$ cat src/rtl/counter_up_8bit_mod.sv
// counter_up_8bit_mod
// Up counter (0 -> limit) with programmable terminal value, synchronous
// clamped load, and free-run or one-shot operation. A three-state FSM
// (IDLE / RUN / DONE) gates counting. tc is a registered one-cycle
// terminal pulse, and wrap_cnt is a saturating count of free-run wraps.
// Every output comes straight from a flop, so no input reaches an output
// combinationally.

module counter_up_8bit_mod #(
  parameter int WIDTH  = 8,
  parameter int WRAP_W = 8
) (
  input  logic              clk,
  input  logic              reset,     // synchronous, active-low
  input  logic              enable,
  input  logic              start,
  input  logic              load,
  input  logic [WIDTH-1:0]  load_val,
  input  logic [WIDTH-1:0]  limit,
  input  logic              one_shot,
  output logic [WIDTH-1:0]  count,
  output logic              tc,
  output logic              done,
  output logic              busy,
  output logic [WRAP_W-1:0] wrap_cnt
);

  // Run-control states
  localparam logic [1:0] ST_IDLE = 2'd0;
  localparam logic [1:0] ST_RUN  = 2'd1;
  localparam logic [1:0] ST_DONE = 2'd2;

  localparam logic [WIDTH-1:0]  CNT_ONE  = 1;
  localparam logic [WRAP_W-1:0] WRAP_ONE = 1;
  localparam logic [WRAP_W-1:0] WRAP_MAX = '1;

  logic [1:0]        state_q, state_d;
  logic [WIDTH-1:0]  count_q, count_d;
  logic              tc_q, tc_d;
  logic              done_q, done_d;
  logic              busy_q, busy_d;
  logic [WRAP_W-1:0] wrap_q, wrap_d;

  // A load never places the counter beyond the current terminal value.
  logic [WIDTH-1:0]  load_clamped;
  logic              at_terminal;
  logic [WRAP_W-1:0] wrap_inc;

  // Shared helper terms: clamped load value, terminal test, saturating wrap
  always_comb begin
    load_clamped = (load_val > limit) ? limit : load_val;
    // >= rather than == so lowering limit below count ends the run promptly.
    at_terminal  = (count_q >= limit);
    wrap_inc     = (wrap_q == WRAP_MAX) ? wrap_q : (wrap_q + WRAP_ONE);
  end

  // Next-state logic for the FSM, counter, terminal pulse and wrap counter
  always_comb begin
    // NOTE: every variable gets a default first so no path leaves it
    // unassigned; a missing default here would infer a latch.
    state_d = state_q;
    count_d = count_q;
    tc_d    = 1'b0;
    wrap_d  = wrap_q;

    unique case (state_q)
      ST_IDLE: begin
        // enable is ignored while idle; start and load may combine.
        if (load) begin
          count_d = load_clamped;
        end
        if (start) begin
          state_d = ST_RUN;
        end
      end

      ST_RUN: begin
        // start has no effect while running.
        if (load) begin
          count_d = load_clamped;
        end else if (enable) begin
          if (at_terminal) begin
            tc_d = 1'b1;
            if (one_shot) begin
              count_d = limit;
              state_d = ST_DONE;
            end else begin
              count_d = '0;
              wrap_d  = wrap_inc;
            end
          end else begin
            count_d = count_q + CNT_ONE;
          end
        end
      end

      ST_DONE: begin
        if (start) begin
          // Restarting from DONE begins a fresh wrap history.
          state_d = ST_RUN;
          wrap_d  = '0;
          count_d = load ? load_clamped : '0;
        end else if (load) begin
          state_d = ST_IDLE;
          count_d = load_clamped;
        end
      end

      default: begin
        // Unreachable encoding: recover to a safe idle state.
        state_d = ST_IDLE;
      end
    endcase

    // Status flags are registered copies of the upcoming state.
    busy_d = (state_d == ST_RUN);
    done_d = (state_d == ST_DONE);
  end

  // State registers with synchronous active-low reset
  always_ff @(posedge clk) begin
    // NOTE: non-blocking assignments so every flop samples pre-edge values;
    // the reset lives inside the clocked branch, making it synchronous.
    if (!reset) begin
      state_q <= ST_IDLE;
      count_q <= '0;
      tc_q    <= 1'b0;
      done_q  <= 1'b0;
      busy_q  <= 1'b0;
      wrap_q  <= '0;
    end else begin
      state_q <= state_d;
      count_q <= count_d;
      tc_q    <= tc_d;
      done_q  <= done_d;
      busy_q  <= busy_d;
      wrap_q  <= wrap_d;
    end
  end

  assign count    = count_q;
  assign tc       = tc_q;
  assign done     = done_q;
  assign busy     = busy_q;
  assign wrap_cnt = wrap_q;

endmodule

$ cat config.mk
export PLATFORM = sky130hd
export DESIGN_NAME = counter_up_8bit_mod
export DESIGN_NICKNAME = d
export VERILOG_FILES = /design/src/rtl/counter_up_8bit_mod.sv
export SDC_FILE = /design/constraint.sdc
export NUM_CORES = 1
export LEC_CHECK = 0
export CORE_MARGIN = 1.5
export CORE_UTILIZATION = 45
export DETAILED_ROUTE_END_ITERATION = 6
export GPL_ROUTABILITY_DRIVEN = 0
export GPL_TIMING_DRIVEN = 0
export PLACE_DENSITY = 0.75
export SKIP_LAST_GASP = 1
export SYNTH_ARGS = -nofsm -noshare
export SYNTH_HDL_FRONTEND = slang
export SYNTH_SLANG_ARGS = --single-unit
$ cat constraint.sdc
create_clock -name clk -period 6 [get_ports clk]
set_input_delay 1.2 -clock clk [delete_from_list [all_inputs] [get_ports clk]]
set_output_delay 1.2 -clock clk [all_outputs]
set_load 0.02 [all_outputs]
Word level (Yosys, flattened, before mapping)
Cells that the tools add are included.
{"block": "classes", "add_sub_neg": 2, "n_lt_le_gt_ge": 2, "n_eq_ne": 12, "muxes": 25, "bitwise": 3, "n_reduce_logical": 6}
{"cell": "8-bit 2-to-1 mux", "count": 14}
{"cell": "8-bit one-hot mux with 3 select lines", "count": 1}
{"cell": "8-bit by 1-bit adder with 8-bit output (second input constant)", "count": 2}
{"cell": "8-bit one-hot mux with 2 select lines", "count": 1}
{"cell": "2-bit 2-to-1 mux", "count": 7}
{"cell": "2-bit inequality test (second input constant)", "count": 6}
{"cell": "8-bit == test (second input constant)", "count": 1}
{"cell": "8-bit greater-or-equal comparator", "count": 1}
{"cell": "8-bit > comparator", "count": 1}
{"cell": "7-bit AND reduction", "count": 1}
{"cell": "2-bit one-hot mux with 3 select lines", "count": 1}
{"cell": "2-bit by 1-bit == test with 1-bit output (second input constant)", "count": 2}
{"cell": "2-bit == test (second input constant)", "count": 2}
{"cell": "4-bit OR reduction", "count": 1}
{"cell": "3-bit inequality test (second input constant)", "count": 1}
{"cell": "1-bit NOT", "count": 3}
{"cell": "3-bit nonzero test", "count": 1}
{"cell": "2-bit logical NOT", "count": 1}
{"cell": "2-bit AND reduction", "count": 1}
{"cell": "2-bit nonzero test", "count": 1}
{"cell": "1-bit 2-to-1 mux", "count": 1}
{"block": "word_totals", "ff_bits": 21, "inputBits": 22, "output_inout_bits": 19, "elab_cells": 56}

Longest topological paths before layout
Gate-level depths: netlist of run 1.
{"block": "logic_depth", "word_depth": 7, "depth_mapped": 9, "ltp_nobuf": 8}

Worst setup path after synthesis of run 1
OpenSTA, ideal clock, no wires.
{"block": "synth_path", "path_type": "input-to-reg", "start": "input limit[0]", "end": "register count_q[3] (netlist: count[3])", "setup_ns": 0.086, "arrival_ns": 2.862, "required_ns": 5.914, "slack_ns": 3.052, "cell_stages": 8, "n_path_buf": 1, "cell_sequence": "ha_1 -> nand2b_4 -> a2111oi_2 -> o311ai_4 -> buf_6 -> a41oi_1 -> o21ai_1 -> a221oi_2"}
{"block": "synth_between", "elab_chain_cells": 5, "elab_cells_between_ends": 10, "classes_between": "order compare (2); mux (8)"}
{"item": "start, declared", "line": "19", "source": "input logic [WIDTH-1:0] limit,"}
{"item": "8-bit > comparator or 8-bit greater-or-equal comparator (tied branches)", "line": "51, 53"}
{"item": "8-bit 2-to-1 mux, on equally long branches", "line": "51, 82"}
{"item": "8-bit 2-to-1 mux, on equally long branches"}
{"item": "8-bit 2-to-1 mux, on equally long branches", "line": "98, 79"}
{"item": "8-bit one-hot mux with 3 select lines (*)", "line": "66", "source": "unique case (state_q)"}
{"item": "end signal, assigned", "line": "133", "source": "count_q <= count_d;"}
{"item": "end, declared", "line": "38", "source": "logic [WIDTH-1:0] count_q, count_d;"}
Every way passes the cells marked *; elsewhere a longest branch is shown, timed or not. The select of a mux whose other input is x is not followed.
A chain may end at the register's enable or synchronous reset.

Worst setup path in the final report of run 1
{"block": "layout_path", "start": "input limit[5]", "end": "register wrap_q[6] (netlist: wrap_cnt[6])"}
{"block": "layout_between", "elab_chain_cells": 3}
{"item": "8-bit greater-or-equal comparator", "line": "53", "source": "at_terminal = (count_q >= limit);"}
{"item": "2-bit inequality test (no source line)"}
{"item": "7-bit AND reduction (no source line)"}
{"item": "end signal, assigned", "line": "137", "source": "wrap_q <= wrap_d;"}
{"item": "end, declared", "line": "42", "source": "logic [WRAP_W-1:0] wrap_q, wrap_d;"}
Every way passes these cells.

==> results of run 1 <==
-- critical path, stage by stage --
cell and delay (ps):
clkdlybuf4s50_1 520, inv_1 80, ha_1 320, nand4_2 180, o311ai_4 530, a21oi_1 120
o21ai_1 480, o21ba_1 220
-- flip-flops by register name (all words and copies together), names as in the netlist --
signal / flops
done: 1
tc: 1
state_q: 2
busy: 1
wrap_cnt: 8
count: 8
-- layer usage --
| layer | up-vias | GRT usage | routed length [µm] |
|---|---|---|---|
| met3 | 6 | 0.0392 | 307 |
| met4 | 0 | 0.0305 | 52 |
| met5 | - | 0 | 0 |
| met1 | 940 | 0.292 | 2380 |
| met2 | 64 | 0.361 | 2340 |
| li1 | 1004 | - | - |
-- Yosys cell counts, types with 3 or more instances --
cell and n:
ha_1 22, nand4_1 4, nand3_1 9, nor2b_1 7
o31ai_1 3, and3_1 4, or4_1 3, mux2i_1 14
o21a_1 3, o211ai_1 6, a21oi_1 12, a21o_1 3
dfxtp_1 21, a211oi_1 4, o2111ai_1 4, nor3_1 6
a31oi_1 3, nand2_1 18, inv_1 17, xor2_1 3
clkbuf_1 3, o21ai_0 12, nor2_1 20, o21ai_1 4
-- final timing paths --
path | to | start | slack (ps)
worst max register to register | count[3] | count[0] | 3470
worst max-delay path | wrap_cnt[6] | limit[5] | 2500
worst min register to register | wrap_cnt[5] | wrap_cnt[5] | 490
worst min-delay path | wrap_cnt[5] | wrap_cnt[5] | 490
-- cells by family (layout without fill, tap and decap cells) --
logic type      Yosys count  count (layout)
flops                    21              21
simple gates             81              81
buf+inv                  22              65
mux                      15              15
compound gates           76              76
fa+ha+maj                22              22
xor+xnor                  5               5
-- final cells by class --
cell class	instances	area (µm²)	share of cell area
inverter	17	63.8	0.0257
clock buffer	4	45.0	0.0181
multi-input combinational	199	1470	0.592
timing repair buffer	39	390	0.157
sequential	21	420	0.169
buffer	5	30.0	0.0121
tap	50	62.6	0.0252
-- power breakdown --
part           internal [mW]  leakage, nW  total [mW]  switching, mW
logic                 0.0872        0.814       0.188          0.101
registers              0.149        0.171       0.166         0.0172
clock network         0.0474       0.0228      0.0952         0.0479
==> results.md, run 1 <==
- First-pass detailed-route iteration total: 4
- Post-Syn Instances: 242
- R2r worst-path depth: 9
- Hold WC Path Type: flop to flop
- Hold buffers post-CTS: 0
- Fillers: 382
- Slew HR: 0.616
- Largest cells by area after synthesis: dfxtp_1 (21%), ha_1 (14%), mux2i_1 (7.1%), nor2_1 (3.8%), nand2_1 (3.4%)
- Gr usage total: 0.214
- Worst vdd ir: 0.0000988 V
- Post-Syn Nets: 286
- GRT overflow: 0
- Synth Area in Compound Gates: 0.293
- Flops & latches, synth: 21
- Vias in the first global route: 1,840
- Total CTS buffers: 3
- Fmax: 286 MHz
- Setup TNS: 0 ps
- Clock Pin Slew Worst Setup and Hold Paths: 70 ps
- Min Tclk post-route: 3500 ps
- Clk sinks: 21
- Largest family of logic cells by synthesized area: compound AO/OA/AOI/OAI gates
- Clock root cell: clkbuf_8
- Post-Synth Adder-Cell Area: 0.139
- Final Max Slew Viols: 0
- Most common cell after layout, fill and taps aside: clkdlybuf4s50_1
- Port-buffer cells: 39
- Final HPWL DP: 3.98 mm
- Critical Path End Type: flop
- Pre-CTS WS: 2230 ps
- Die height: 69.4 µm
- Area post-placement: 0.00244 mm²
- Synth top area share: 0.212
- Post-cts sizing count: 0
- Worst Tran Pin Value: 577 ps
- Routed vias: 2,014
- Post-layout util: 0.603
- CP max FO: 9
- Maximum buffer depth of the clock tree: 2
- Global-route wire length before repair: 8.61 mm
- Synth Area per Inst: 8.20 µm²
- Routed wire per std cell: 15.2 µm
- Leak pwr: 1.01 nW
- Largest net degree at the start of global routing: 12
- Syn-to-layout area delta: 25.1%
- Number of synthesized flops with an enable pin: 0
- RSZ-0062 raised after global routing: false
- Antenna-violating nets left: 0
- Hold Path Stages: 2
- I/O pin count: 41
- Synth cell types: 54
- DIE WIDTH: 69.4 µm
- Post-Synth Simple-Gate Area: 0.211
- Worst Hold Margin: 493 ps
- Initial antenna violation count: 0
- Final setup margin: 2500 ps
- Critical path arrival: 3660 ps
- Hold Fails Final Rpt: 0
- Skew final: 7.46 ps
- Status: finished clean
- Initial Util: 0.482
- Core Area: 0.00412 mm²
- Fin nets: 330
- Finished Layout Cells: 335
- Total power: 0.449 mW
- Final Routed Wirelength: 5.09 mm
- Required @ worst endpoint: 6160 ps
- N_diodes: 0
- H-Tree Depth: 1
- Max-Cap Viols: 0
- Post-CTS Setup Inserts: 0
- Yosys warns: 0
- Ratio of cells with drive above 1 in the final layout: 0.0596
- Placed cell count: 331
- Startpoint types: input port
- Die area: 0.00482 mm²
- Clk Latency, worst-skew pair: 270 ps
- DR DRC count: 0
- Cell area after layout: 0.00248 mm²
- Cell Rows: 23
- Iter 0 DRT Violations: 204
- Seq/Total Area, Yosys: 0.212
- CP Class: input port to flop
- Vias per cell: 6.01
- Post-Syn Area: 0.00198 mm²
- Post-synthesis mux area share: 0.0763
- Post-synth ARST share: 0
- Most frequent cells in the layout: clkdlybuf4s50_1 (39), ha_1 (22), dfxtp_1 (21)
- Main synth FF type: dfxtp_1
- CTS tree: built
- Post-Synth XOR/XNOR Area: 0.0221
- Final setup violation count: 0
- Cell area power density: 181 mW/mm²
- Area leader, netlist: dfxtp_1
- Final Cycle Share: 0.584
Note: power is estimated with default switching activity, not from simulation.
==> run 2: changes to the inputs <==
--- a/config.mk
+++ b/config.mk
@@ -10,7 +10,7 @@
 export DETAILED_ROUTE_END_ITERATION = 6
 export GPL_ROUTABILITY_DRIVEN = 0
 export GPL_TIMING_DRIVEN = 0
-export PLACE_DENSITY = 0.75
+export PLACE_DENSITY = 0.77
 export SKIP_LAST_GASP = 1
 export SYNTH_ARGS = -nofsm -noshare
 export SYNTH_HDL_FRONTEND = slang
==> constraint.sdc (replaced) <==
create_clock -name clk -period 3.2 [get_ports clk]
set_input_delay 0.64 -clock clk [delete_from_list [all_inputs] [get_ports clk]]
set_output_delay 0.64 -clock clk [all_outputs]
set_load 0.02 [all_outputs]
==> results.md, run 2 (same netlist as run 1, synthesis figures left out) <==
- Min Tclk post-route: 2950 ps
- Required @ worst endpoint: 3370 ps (was 6160 ps)
- Worst Tran Pin Value: 607 ps (was 577 ps)
- Final setup violation count: 0 (unchanged)
- Worst vdd ir: 0.000275 V (was 0.0000988 V)
- Antenna-violating nets left: 0 (unchanged)
- Final Max Slew Viols: 0 (unchanged)
- Total CTS buffers: 3 (unchanged)
- Clock Pin Slew Worst Setup and Hold Paths: 90 ps (was 70 ps)
- Clock root cell: clkbuf_8 (unchanged)
- Buf/Inv on CP: 2 (unchanged)
- Post-layout util: 0.604 (was 0.603)
- Placed cell count: 331 (unchanged)
- Post-CTS Setup Inserts: 0 (unchanged)
- Leak pwr: 1.01 nW (about the same)
- Die height: 69.4 µm (unchanged)
- H-Tree Depth: 1 (unchanged)
- Worst Hold Margin: 498 ps (was 493 ps)
- Critical path arrival: 3120 ps (was 3660 ps)
- Setup TNS: 0 ps (unchanged)
- CP max FO: 9 (unchanged)
- Routed wire per std cell: 15.8 µm (was 15.2 µm)
- Vias per cell: 6.12 (was 6.01)
- Skew final: 7.90 ps (was 7.46 ps)
- RSZ-0062 raised after global routing: false (unchanged)
- Hold WC Path Type: flop to flop (unchanged)
- Fmax: 339 MHz
- Critical-path cell list: clkdlybuf4s50_1, inv_1, ha_1, nand4_2, o311ai_4, a21oi_1, o21ai_1, o21ba_1 (unchanged)
- Status: finished clean (unchanged)
- Hold Path Stages: 2 (unchanged)
- CTS tree: built (unchanged)
- Clk sinks: 21 (unchanged)
- Syn-to-layout area delta: 25.3% (was 25.1%)
- Hold buffers post-CTS: 0 (unchanged)
- First-pass detailed-route iteration total: 4 (unchanged)
- Final HPWL DP: 4.08 mm (was 3.98 mm)
- CP Depth: 8 (unchanged)
- Fin nets: 330 (unchanged)
- R2r worst-path depth: 9 (unchanged)
- Cell area power density: 344 mW/mm² (was 181 mW/mm²)
- Largest net degree at the start of global routing: 14 (was 12)
- Initial Util: 0.482 (unchanged)
- Routed vias: 2,051 (was 2,014)
- Cell area after layout: 0.00249 mm² (was 0.00248 mm²)
- Die area: 0.00482 mm² (unchanged)
- Port-buffer cells: 39 (unchanged)
- N_diodes: 0 (unchanged)
- Gr usage total: 0.223 (was 0.214)
- Global-route wire length before repair: 8.95 mm (was 8.61 mm)
- Vias in the first global route: 1,884 (was 1,840)
- GRT overflow: 0 (unchanged)
- I/O pin count: 41 (unchanged)
- Startpoint types: input port (unchanged)
- Slew HR: 0.595 (was 0.616)
- CP Class: input port to flop (unchanged)
- Max-Cap Viols: 0 (unchanged)
- DIE WIDTH: 69.4 µm (unchanged)
- Area post-placement: 0.00244 mm² (unchanged)
- Most frequent cells in the layout: clkdlybuf4s50_1 (39), ha_1 (22), dfxtp_1 (21) (unchanged)
- Ratio of cells with drive above 1 in the final layout: 0.0632 (was 0.0596)
- Critical-path top delay cell: o311ai_4 (unchanged)
- Family with the most delay on the worst path: compound AO/OA/AOI/OAI gates (unchanged)
- DR DRC count: 0 (unchanged)
- Hold Fails Final Rpt: 0 (unchanged)
- Max incr delay on CP: 570 ps (was 530 ps)
- Iter 0 DRT Violations: 186 (was 204)
- Initial antenna violation count: 0 (unchanged)
- Clk Latency, worst-skew pair: 270 ps (about the same)
- Most common cell after layout, fill and taps aside: clkdlybuf4s50_1 (unchanged)
- Critical Path End Type: flop (unchanged)
- Maximum buffer depth of the clock tree: 2 (unchanged)
- Finished Layout Cells: 335 (unchanged)
- Final Routed Wirelength: 5.30 mm (was 5.09 mm)
- Final Cycle Share: 0.921
- Post-cts sizing count: 0 (unchanged)
- Core Area: 0.00412 mm² (unchanged)
- Cell Rows: 23 (unchanged)
==> run 2: changes by cell type in the layout (fill, tap and decap cells not counted), sizes merged <==
cell	before	now
clkbuf	7	6
clkinvlp	0	1
==> run 2: metal layers <==
metal / wire length [µm] / track usage / part of all wire / up-vias
met5: 0 / 0 / 0 / -
met2: 2480 / 0.370 / 0.47 / 57
met4: 81 / 0.0479 / 0.015 / 0
li1: - / - / - / 1004
met3: 241 / 0.0378 / 0.045 / 8
met1: 2490 / 0.303 / 0.47 / 982
==> run 2: worst paths after layout <==
| check | from | end | slack [ps] |
|---|---|---|---|
| worst max-delay path | limit[5] | wrap_cnt[6] | 250 |
| worst min-delay path | wrap_cnt[5] | wrap_cnt[5] | 500 |
| worst max register to register | count[0] | count[3] | 650 |
| worst min register to register | wrap_cnt[5] | wrap_cnt[5] | 500 |
==> run 2: where the power goes <==
part	internal, mW	total [mW]	switching [mW]	leakage [nW]
Combinational	0.164	0.357	0.193	0.814
Sequential	0.278	0.311	0.0326	0.171
Clock	0.0882	0.186	0.0979	0.0217
==> run 2: through the flow <==
| stage | total power [mW] | worst slack, ps |
|---|---|---|
| finish | 0.854 | 254 |
| global route | 0.901 | 139 |
| CTS | 0.852 | 272 |
| detailed placement | 0.668 | -12.3 |
| global placement | 0.661 | 16.7 |
| floorplan | 0.548 | 812 |
==> run 2: layout make-up <==
cell class	count	area (µm²)
Multi-Input combinational cell	199	1470
Fill cell	381	1630
Inverter	17	63.8
Clock buffer	3	41.3
Clock inverter	1	7.51
Timing Repair Buffer	39	390
Sequential cell	21	420
Tap cell	50	62.6
Buffer	5	30.0
==> run 2: worst min-delay path: stages, from the launching register on <==
cell and delay (ps):
dfxtp_1 340, o31ai_1 70, a21oi_1 50
